## config.mk

```make
export PLATFORM = sky130hd
export DESIGN_NAME = alu_seq_top_flat
export DESIGN_NICKNAME = d
export VERILOG_FILES = /design/src/rtl/alu_seq_top_if.sv /design/src/rtl/alu_seq_top.sv /design/src/flat_wrapper.sv
export SDC_FILE = /design/constraint.sdc
export NUM_CORES = 1
export LEC_CHECK = 0
export BUFFER_PORTS_ARGS = -buffer_cell sky130_fd_sc_hd__buf_4
export CAP_MARGIN = 20
export CELL_PAD_IN_SITES_DETAIL_PLACEMENT = 0
export CELL_PAD_IN_SITES_GLOBAL_PLACEMENT = 1
export CORE_MARGIN = 2
export CORE_UTILIZATION = 45
export CTS_BUF_LIST = sky130_fd_sc_hd__clkbuf_16
export DETAILED_ROUTE_END_ITERATION = 16
export PLACE_DENSITY = 0.78
export SYNTH_ARGS = -nofsm -noshare
export SYNTH_HDL_FRONTEND = slang
export SYNTH_SLANG_ARGS = --single-unit
```

## constraint.sdc

```tcl
create_clock -name clk -period 3 [get_ports clk]
set_input_delay 0.15 -clock clk [delete_from_list [all_inputs] [get_ports clk]]
set_output_delay 0.15 -clock clk [all_outputs]
set_load 0.02 [all_outputs]
```

## src/rtl/alu_seq_top_if.sv

```systemverilog
// Command/result handshake bundle for alu_seq_top: a valid/ready command port in,
// a valid/ready result port out.
interface alu_seq_top_if #(
    parameter int WIDTH = 7
);
    logic             in_valid;
    logic             in_ready;
    logic [2:0]       op;
    logic             acc_sel;
    logic [WIDTH-1:0] a;
    logic [WIDTH-1:0] b;
    logic             out_valid;
    logic             out_ready;
    logic [WIDTH-1:0] R;
    logic             flag;
    logic             carry;
    logic             neg;

    modport master (
        output in_valid, op, acc_sel, a, b, out_ready,
        input  in_ready, out_valid, R, flag, carry, neg
    );

    modport slave (
        input  in_valid, op, acc_sel, a, b, out_ready,
        output in_ready, out_valid, R, flag, carry, neg
    );
endinterface

```

## src/rtl/alu_seq_top.sv

```systemverilog
// Handshaked ALU: single-cycle logic/arithmetic ops, bit-serial rotates, registered
// result with zero/carry/sign flags and an accumulator usable as operand A.
module alu_seq_top #(
    parameter int WIDTH = 7,
    parameter int SHW   = 3
) (
    input  logic         clk,
    input  logic         rst,
    alu_seq_top_if.slave bus
);
    typedef enum logic [1:0] {
        S_IDLE,
        S_EXEC,
        S_ROT,
        S_DONE
    } state_e;

    typedef enum logic [2:0] {
        OP_NAND = 3'b000,
        OP_ROL  = 3'b001,
        OP_ROR  = 3'b010,
        OP_ADD  = 3'b011,
        OP_SUB  = 3'b100,
        OP_XOR  = 3'b101,
        OP_AND  = 3'b110,
        OP_PASS = 3'b111
    } op_e;

    state_e           state_q, state_d;
    op_e              op_q, op_d;
    logic [WIDTH-1:0] work_q, work_d;
    logic [WIDTH-1:0] b_q, b_d;
    logic [SHW-1:0]   count_q, count_d;
    logic [WIDTH-1:0] r_q, r_d;
    logic [WIDTH-1:0] acc_q, acc_d;
    logic             flag_q, flag_d;
    logic             carry_q, carry_d;
    logic             neg_q, neg_d;

    logic [WIDTH:0]   sum;
    logic [WIDTH-1:0] alu_r;
    logic             alu_c;
    logic [WIDTH-1:0] rot_r;
    logic             rot_c;
    logic             is_rot;
    logic [SHW-1:0]   shamt;
    logic             load;
    logic [WIDTH-1:0] res_r;
    logic             res_c;

    assign is_rot = (op_q == OP_ROL) || (op_q == OP_ROR);
    assign shamt  = b_q[SHW-1:0];

    // Single-cycle datapath; rotates with a zero amount fall through as PASS.
    always_comb begin
        sum   = '0;
        alu_r = work_q;
        alu_c = 1'b0;
        case (op_q)
            OP_NAND: alu_r = ~(work_q & b_q);
            OP_ADD: begin
                sum   = {1'b0, work_q} + {1'b0, b_q};
                alu_r = sum[WIDTH-1:0];
                alu_c = sum[WIDTH];
            end
            OP_SUB: begin
                sum   = {1'b0, work_q} + {1'b0, ~b_q} + (WIDTH+1)'(1);
                alu_r = sum[WIDTH-1:0];
                alu_c = sum[WIDTH];
            end
            OP_XOR:  alu_r = work_q ^ b_q;
            OP_AND:  alu_r = work_q & b_q;
            default: alu_r = work_q;
        endcase
    end

    // One rotate step; the carry is the bit that wraps around.
    always_comb begin
        if (op_q == OP_ROR) begin
            rot_r = {work_q[0], work_q[WIDTH-1:1]};
            rot_c = work_q[0];
        end else begin
            rot_r = {work_q[WIDTH-2:0], work_q[WIDTH-1]};
            rot_c = work_q[WIDTH-1];
        end
    end

    always_comb begin
        // NOTE: every _d takes its held value first, so no branch can infer a latch.
        state_d = state_q;
        op_d    = op_q;
        work_d  = work_q;
        b_d     = b_q;
        count_d = count_q;
        r_d     = r_q;
        acc_d   = acc_q;
        flag_d  = flag_q;
        carry_d = carry_q;
        neg_d   = neg_q;
        load    = 1'b0;
        res_r   = alu_r;
        res_c   = alu_c;

        case (state_q)
            S_IDLE: begin
                if (bus.in_valid) begin
                    op_d    = op_e'(bus.op);
                    work_d  = bus.acc_sel ? acc_q : bus.a;
                    b_d     = bus.b;
                    state_d = S_EXEC;
                end
            end
            S_EXEC: begin
                if (is_rot && (shamt != '0)) begin
                    count_d = shamt;
                    state_d = S_ROT;
                end else begin
                    load = 1'b1;
                end
            end
            S_ROT: begin
                work_d  = rot_r;
                count_d = count_q - SHW'(1);
                if (count_q == SHW'(1)) begin
                    load  = 1'b1;
                    res_r = rot_r;
                    res_c = rot_c;
                end
            end
            S_DONE: begin
                if (bus.out_ready) state_d = S_IDLE;
            end
            default: state_d = S_IDLE;
        endcase

        // Result, flags and accumulator are captured together on entry to DONE.
        if (load) begin
            state_d = S_DONE;
            r_d     = res_r;
            flag_d  = (res_r == '0);
            carry_d = res_c;
            neg_d   = res_r[WIDTH-1];
            acc_d   = res_r;
        end
    end

    // NOTE: state registers use non-blocking assignments only.
    always_ff @(posedge clk or negedge rst) begin
        if (!rst) begin
            state_q <= S_IDLE;
            op_q    <= OP_NAND;
            work_q  <= '0;
            b_q     <= '0;
            count_q <= '0;
            r_q     <= '0;
            acc_q   <= '0;
            flag_q  <= 1'b0;
            carry_q <= 1'b0;
            neg_q   <= 1'b0;
        end else begin
            state_q <= state_d;
            op_q    <= op_d;
            work_q  <= work_d;
            b_q     <= b_d;
            count_q <= count_d;
            r_q     <= r_d;
            acc_q   <= acc_d;
            flag_q  <= flag_d;
            carry_q <= carry_d;
            neg_q   <= neg_d;
        end
    end

    assign bus.in_ready  = rst && (state_q == S_IDLE);
    assign bus.out_valid = (state_q == S_DONE);
    assign bus.R         = r_q;
    assign bus.flag      = flag_q;
    assign bus.carry     = carry_q;
    assign bus.neg       = neg_q;
endmodule

```

## src/flat_wrapper.sv

```systemverilog
// flat-port wrapper written by rule: the top's interface ports become plain ports
module alu_seq_top_flat 
#(
    parameter int WIDTH = 7,
    parameter int SHW   = 3
)
  (clk, rst, bus_in_valid, bus_op, bus_acc_sel, bus_a, bus_b, bus_out_ready, bus_in_ready, bus_out_valid, bus_R, bus_flag, bus_carry, bus_neg);
  alu_seq_top_if #(.WIDTH(WIDTH)) bus_i ();
  input  logic clk;
  input  logic rst;
  input wire logic [$bits(bus_i.in_valid)-1:0] bus_in_valid;
  input wire logic [$bits(bus_i.op)-1:0] bus_op;
  input wire logic [$bits(bus_i.acc_sel)-1:0] bus_acc_sel;
  input wire logic [$bits(bus_i.a)-1:0] bus_a;
  input wire logic [$bits(bus_i.b)-1:0] bus_b;
  input wire logic [$bits(bus_i.out_ready)-1:0] bus_out_ready;
  output wire logic [$bits(bus_i.in_ready)-1:0] bus_in_ready;
  output wire logic [$bits(bus_i.out_valid)-1:0] bus_out_valid;
  output wire logic [$bits(bus_i.R)-1:0] bus_R;
  output wire logic [$bits(bus_i.flag)-1:0] bus_flag;
  output wire logic [$bits(bus_i.carry)-1:0] bus_carry;
  output wire logic [$bits(bus_i.neg)-1:0] bus_neg;
  assign bus_i.in_valid = bus_in_valid;
  assign bus_i.op = bus_op;
  assign bus_i.acc_sel = bus_acc_sel;
  assign bus_i.a = bus_a;
  assign bus_i.b = bus_b;
  assign bus_i.out_ready = bus_out_ready;
  assign bus_in_ready = bus_i.in_ready;
  assign bus_out_valid = bus_i.out_valid;
  assign bus_R = bus_i.R;
  assign bus_flag = bus_i.flag;
  assign bus_carry = bus_i.carry;
  assign bus_neg = bus_i.neg;
  alu_seq_top #(.WIDTH(WIDTH), .SHW(SHW)) u_core (.clk(clk), .rst(rst), .bus(bus_i));
endmodule
```

==> results of run 1 <==
==> final timing paths <==
check                                              from                             to  slack, ns  cells past startpoint
min                                            bus_b[4]      u_core.b_q[4]$_DFFE_PN0P_       0.10                      2
max                        u_core.work_q[0]$_DFFE_PN0P_    u_core.bus.flag$_DFFE_PN0P_       0.21                      9
min reg2reg                u_core.bus.carry$_DFFE_PN0P_   u_core.bus.carry$_DFFE_PN0P_       0.48                      2
max reg2reg                u_core.work_q[0]$_DFFE_PN0P_    u_core.bus.flag$_DFFE_PN0P_       0.21                      9
max in group asynchronous                           rst     u_core.op_q[0]$_DFFE_PN0P_       2.34                      2
min in group asynchronous                           rst  u_core.count_q[1]$_DFFE_PN0P_       0.35                      2
==> per-layer routing <==
layer	share of wire, %	routed length [um]	GRT usage (%)
met1	49	3770	35.9
met5	0	0	0
met3	5.1	394	3.18
met4	1.0	80	5.66
met2	45	3460	35.5
==> registers in the layout, summed over array words and instances, names as in the netlist <==
signal            cells
u_core.state_q        2
u_core.work_q         7
u_core.count_q        3
u_core.op_q           3
u_core.bus.flag       1
u_core.acc_q          6
u_core.bus.neg        1
u_core.b_q            7
u_core.bus.carry      1
==> through the flow <==
| stage | utilization [%] | setup WS [ns] | hold slack, ns |
|---|---|---|---|
| 2_1_floorplan | - | 0.394 | -0.146 |
| 3_3_place_gp | 52.5 | 0.353 | 0.118 |
| 3_5_place_dp | 52.5 | 0.256 | 0.118 |
| 4_1_cts | 54.8 | 0.205 | 0.103 |
| 5_1_grt | 54.8 | 0.0821 | 0.107 |
| 6_report | 54.8 | 0.210 | 0.103 |
==> critical path: cells and delay by family, from the launching register on <==
kind                       cells  cell delay (ns)
adders and majority gates      2             0.68
and+or+nand+nor                2             0.73
DFF                            1             0.37
buffers and inverters          1             0.16
AOI/OAI and AO/OA              4             0.75
==> layout make-up <==
class,count,share of cell area (%)
clock buffer,5,3.81
clock inverter,1,0.114
inverter,17,1.94
multi-input combinational,250,56.6
sequential,31,23.6
tap,75,2.86
timing repair buffer,48,11.0
==> where the power goes <==
| group | total [W] | internal, W | switching [W] |
|---|---|---|---|
| logic | 0.00312 | 0.00136 | 0.00176 |
| clock network | 0.000471 | 0.000295 | 0.000176 |
| registers | 0.000882 | 0.000625 | 0.000257 |
| total | 0.00448 | 0.00228 | 0.00220 |
==> cells in the final DEF (no fill, tap or decap), drive strengths merged, types with 2 or more instances in the layout <==
master / netlist / routed
ha: 20 / 20
or3: 2 / 2
nand2: 21 / 21
and2: 4 / 4
clkbuf: 9 / 5
o31a: 2 / 2
o221ai: 5 / 5
inv: 17 / 18
o21ai: 19 / 19
dfrtp: 31 / 31
nor2b: 7 / 7
mux2i: 13 / 13
xnor2: 2 / 2
a31oi: 6 / 6
nand2b: 10 / 10
or2: 3 / 3
fa: 2 / 2
o21bai: 2 / 2
a211o: 2 / 2
mux2: 18 / 18
buf: 13 / 47
or4: 2 / 2
o21a: 4 / 4
a221oi: 8 / 8
nand3b: 2 / 2
xor2: 2 / 2
nor3b: 3 / 3
a21o: 2 / 2
a21oi: 15 / 15
o22ai: 6 / 6
a211oi: 7 / 7
and3b: 2 / 2
nor2: 18 / 18
nand3: 7 / 7
o211ai: 4 / 4
nor3: 9 / 9
a311oi: 2 / 2
o311ai: 3 / 3
==> timing repair <==
action | CTS | global route
resized for setup | 0 | 0
hold buffers | 1 | 0
endpoints found under the setup margin | 0 | 0
endpoints found under the hold margin | 31 | 0
==> cells by family after synthesis <==
family | count (synthesis) | share of synthesized area (%)
xor gates and xnor gates | 4 | 1.51
AOI/OAI and AO/OA | 97 | 24.6
muxes | 31 | 11.8
DFF | 31 | 27.6
adders and majority gates | 22 | 10.3
and+or+nand+nor | 96 | 18.0
buffers and inverters | 39 | 6.15
==> impl_metrics.toml, run 1 <==
[finish]
final_cells = 427
antenna_cells = 0
area_growth_pct = 17.0
final_nets = 397
multi_input_comb_area_um2 = 1860
drive_gt1_share_pct = 21.9
fillers = 569
final_area_um2 = 3290
regArea_um2 = 776

[die]
die_width_um = 83.0
dieArea_um2 = 6890
io_pins = 34
die_height_um = 83.0
start_util_pct = 46.9
core-area_um2 = 5990
placementRows = 28

[global_route]
antenna_found_initial = 0
grt_pass1_vias = 2455
grt_max_degree = 33
grt_use_total_pct = 23.7
grt_pass1_wl_mm = 13.2
gr-total-overflow = 0

[power]
leakage_nw = 1.42
vdd_drop_max_mv = 0.607
total_power_w = 0.00448
powerDensity_nw_per_um2 = 1360

[setup_path]
crit_arrival_ns = 2.96
crit_path_end_kind = "flip-flop"
cp_slowest_cell = "or4_1"
startpoint_type = "flip-flop"
crit_fanout = 6
crit_chain = "buf_4, ha_1, fa_1, nor2b_1, o2111a_1, a21oi_1, a32oi_1, or4_1, o41ai_2"
crit_type = "flip-flop to flip-flop"
max_stage_delay_ns = 0.56
worstPathRequired_ns = 3.17

[route]
firstDrtPassIters = 4
drt-wirelength-per-cell_um = 18.0
drt_first_iter_violations = 275
antenna_left = 0
drc = 0
vias = 2529
viasPerCell = 5.92
wl_mm = 7.70

[cts]
clk_pin_slew_ns = 0.06
cts_max_level = 2
post_cts_buffers = 0
cts_root_buf = "clkbuf_16"
clock-sinks = 31
clock_latency_ns = 0.28
clk_path_buf_depth = 2
cts_tree = "yes"
cts_inserted_buffers = 5

[synth]
yosysTopAreaCell = "dfrtp_1"
synth_common_cells = "31 x dfrtp_1, 21 x nand2_1, 20 x ha_1"
yosysSeqAreaShare_pct = 27.6
synth_top_flop_cell = "dfrtp_1"
ys_async_sr_fraction_pct = 100
syn_area_per_cell_um2 = 8.78
ys_warn_count = 0
synth_top_area_share_pct = 27.6
yosys.cell_count.top_type = "dfrtp_1"
synth_nets = 364
synth_area_um2 = 2810
synth_cells = 320
synth_edf_count = 0
synthDistinctLibCells = 64
ys_ff_latch = 31
synthTopCellsByArea = "dfrtp_1 28%, ha_1 8.9%, mux2_2 7.2%"

[outcome]
status = "complete, no violations"

[timing]
fmax_mhz = 358
maxSlewHeadroom_pct = 48.8
worst_clock_skew_ns = 0.00868
slew_viol_final = 0
tightest_slew_ns = 0.762
fin_crit_ns = 2.79
final.setup.tns_ns = 0
rsz0062_at_grt = "no"
fin_crit_sh_pct = 93.0
setup_violations = 0
finalHoldViolCount = 0

[placed_design]
hpwl_mm = 5.90
globalplace.congestion = 0.963
post-place-cells = 420
portBuffers = 33
placed_area_um2 = 3150

[hold_path]
worstHoldPathType = "primary input to flip-flop"

[job]
cap_violations = 0
No activity file was read; power rests on OpenSTA's default activity.
==> inputs of run 2 (changes only) <==
Settings changed: CORE_ASPECT_RATIO set to 1.5.
==> run 2 against run 1 <==
Effect of this change: first-iteration DRC count decreased by 8.7%; register-to-register slack about the same; core utilization decreased by 0.81 points; critical endpoint unchanged; highest routed layer unchanged.
==> impl_metrics.toml, run 2 (synthesis results as in run 1) <==
[placed_design]
hpwl_mm = 5.99
placed_area_um2 = 3140
post-place-cells = 418
portBuffers = 33
globalplace.congestion = 0.915

[setup_path]
crit_fanout = 4
max_stage_delay_ns = 0.42
crit_arrival_ns = 2.97
cp_top_family = "compound AO/OA/AOI/OAI gates"
r2r_cells = 10
cp.depth = 10
crit_path_frequent_cell = "inv_1"
cp_slowest_cell = "fa_1"
reg2reg_to = "u_core.bus.flag$_DFFE_PN0P_"
rrSetupSlack_ns = 0.21
crit_path_end_kind = "flip-flop"
critPathBufInv = 2
startpoint_type = "flip-flop"
crit_type = "flip-flop to flip-flop"
worstPathRequired_ns = 3.17
crit_chain = "inv_1, ha_1, inv_1, fa_1, a211oi_1, o21bai_1, mux2i_1, a221o_1, o31a_1, o41ai_2"
r2r_start = "u_core.work_q[0]$_DFFE_PN0P_"

[power]
switchingPower_w = 0.00222
total_power_w = 0.00449
leakage_nw = 1.42
pwr-share-comb_pct = 69.4
power.share.switching_pct = 49.5
p_int_w = 0.00227
pwr-share-clk_pct = 10.9
powerDensity_nw_per_um2 = 1370
power_frac_seq_pct = 19.6
vdd_drop_max_mv = 0.685

[finish]
layout_commonest_cell = "buf_4"
final_area_um2 = 3290
layout.cells.most_common_list = "46 x buf_4, 31 x dfrtp_1, 21 x nand2_1"
multi_input_comb_area_um2 = 1860
largestRegisters = "u_core.b_q (7), u_core.work_q (7), u_core.acc_q (6)"
drive_gt1_share_pct = 22.1
fillers = 600
final_cells = 427
antenna_cells = 0
final_nets = 396
regArea_um2 = 776
area_growth_pct = 17.1
postLayoutCoreUtil_pct = 54.0

[hold_path]
holdPathStages = 2
worstHoldStart = "bus_b[3]"
hold_end = "u_core.b_q[3]$_DFFE_PN0P_"
worstHoldPathType = "primary input to flip-flop"

[cts]
cts_resized = 0
clk_pin_slew_ns = 0.06
cts_inserted_buffers = 5
cts_root_buf = "clkbuf_16"
cts_max_level = 2
clock_latency_ns = 0.28
clock-sinks = 31
post_cts_buffers = 0
cts_tree = "yes"
clk_path_buf_depth = 2

[timing]
fin_crit_ns = 2.79
slew_viol_final = 0
worst_clock_skew_ns = 0.00643
final.setup.tns_ns = 0
tightest_slew_ns = 0.731
finalHoldViolCount = 0
setup_violations = 0
maxSlewHeadroom_pct = 50.9
rsz0062_at_grt = "no"
fin_crit_sh_pct = 93.1
fmax_mhz = 358

[route]
drt_first_iter_violations = 251
vias = 2615
antenna_left = 0
firstDrtPassIters = 4
drc = 0
wl_mm = 7.93
drt-wirelength-per-cell_um = 18.6
viasPerCell = 6.12

[die]
die_height_um = 101
die_width_um = 68.5
start_util_pct = 46.1
dieArea_um2 = 6900
placementRows = 35
core-area_um2 = 6090
io_pins = 34

[global_route]
grt_pass1_vias = 2547
grt_max_degree = 33
grt_use_total_pct = 25.1
antenna_found_initial = 0
gr-total-overflow = 0
grt_pass1_wl_mm = 13.0

[job]
cap_violations = 0

[outcome]
status = "complete, no violations"
## run 2: cell types whose count changed in the layout (fill, tap and decap cells not counted), sizes merged
cell	delta
clkinv	+1
clkinvlp	+1
buf	-1
## run 2: through the flow
step	worst slack [ns]	hold WS (ns)
detailed placement	0.257	0.118
finish	0.206	0.0999
floorplan	0.394	-0.146
global route	0.0184	0.101
global placement	0.306	0.114
CTS	0.221	0.0995
## run 2: how the worst max path moves through the flow
stage,from,to,slack [ns]
final,u_core.work_q[0]$_DFFE_PN0P_,u_core.bus.flag$_DFFE_PN0P_,0.21
after global routing,u_core.work_q[0]$_DFFE_PN0P_,u_core.bus.flag$_DFFE_PN0P_,0.02
after CTS,u_core.work_q[0]$_DFFE_PN0P_,u_core.bus.flag$_DFFE_PN0P_,0.22
after detailed placement,u_core.work_q[0]$_DFFE_PN0P_,u_core.bus.flag$_DFFE_PN0P_,0.26
after global placement,u_core.work_q[0]$_DFFE_PN0P_,u_core.bus.flag$_DFFE_PN0P_,0.31
after floorplan,u_core.work_q[0]$_DFFE_PN0P_,u_core.bus.flag$_DFFE_PN0P_,0.39
## run 2: area by class of cell
class | count | share of cell area, %
clock buffer | 5 | 3.80
timing repair buffer | 47 | 10.8
clock inverter | 3 | 0.494
multi-input combinational | 250 | 56.6
inverter | 17 | 1.94
tap | 74 | 2.81
sequential | 31 | 23.6
## run 2: timing repair
item                                    4_1_cts  5_1_grt
endpoints found under the setup margin        0        0
hold buffers                                  1        0
endpoints found under the hold margin        31        0
## run 2: power groups by stage
stage | logic (W) | registers [W] | clock network, W
2_1_floorplan | 0.00224 | 0.000882 | 0
3_5_place_dp | 0.00307 | 0.000887 | 0
5_1_grt | 0.00344 | 0.000917 | 0.000513
4_1_cts | 0.00309 | 0.000880 | 0.000499
3_3_place_gp | 0.00307 | 0.000877 | 0
6_report | 0.00312 | 0.000882 | 0.000491
## run 2: metal layers
metal  vias up  share of wire (%)  global-route usage (%)
met1      1285                 43                    33.1
li1       1252                  -                       -
met3        15                4.2                    3.35
met4         0                2.3                    9.23
met5         -                  0                       0
met2        63                 50                    40.8
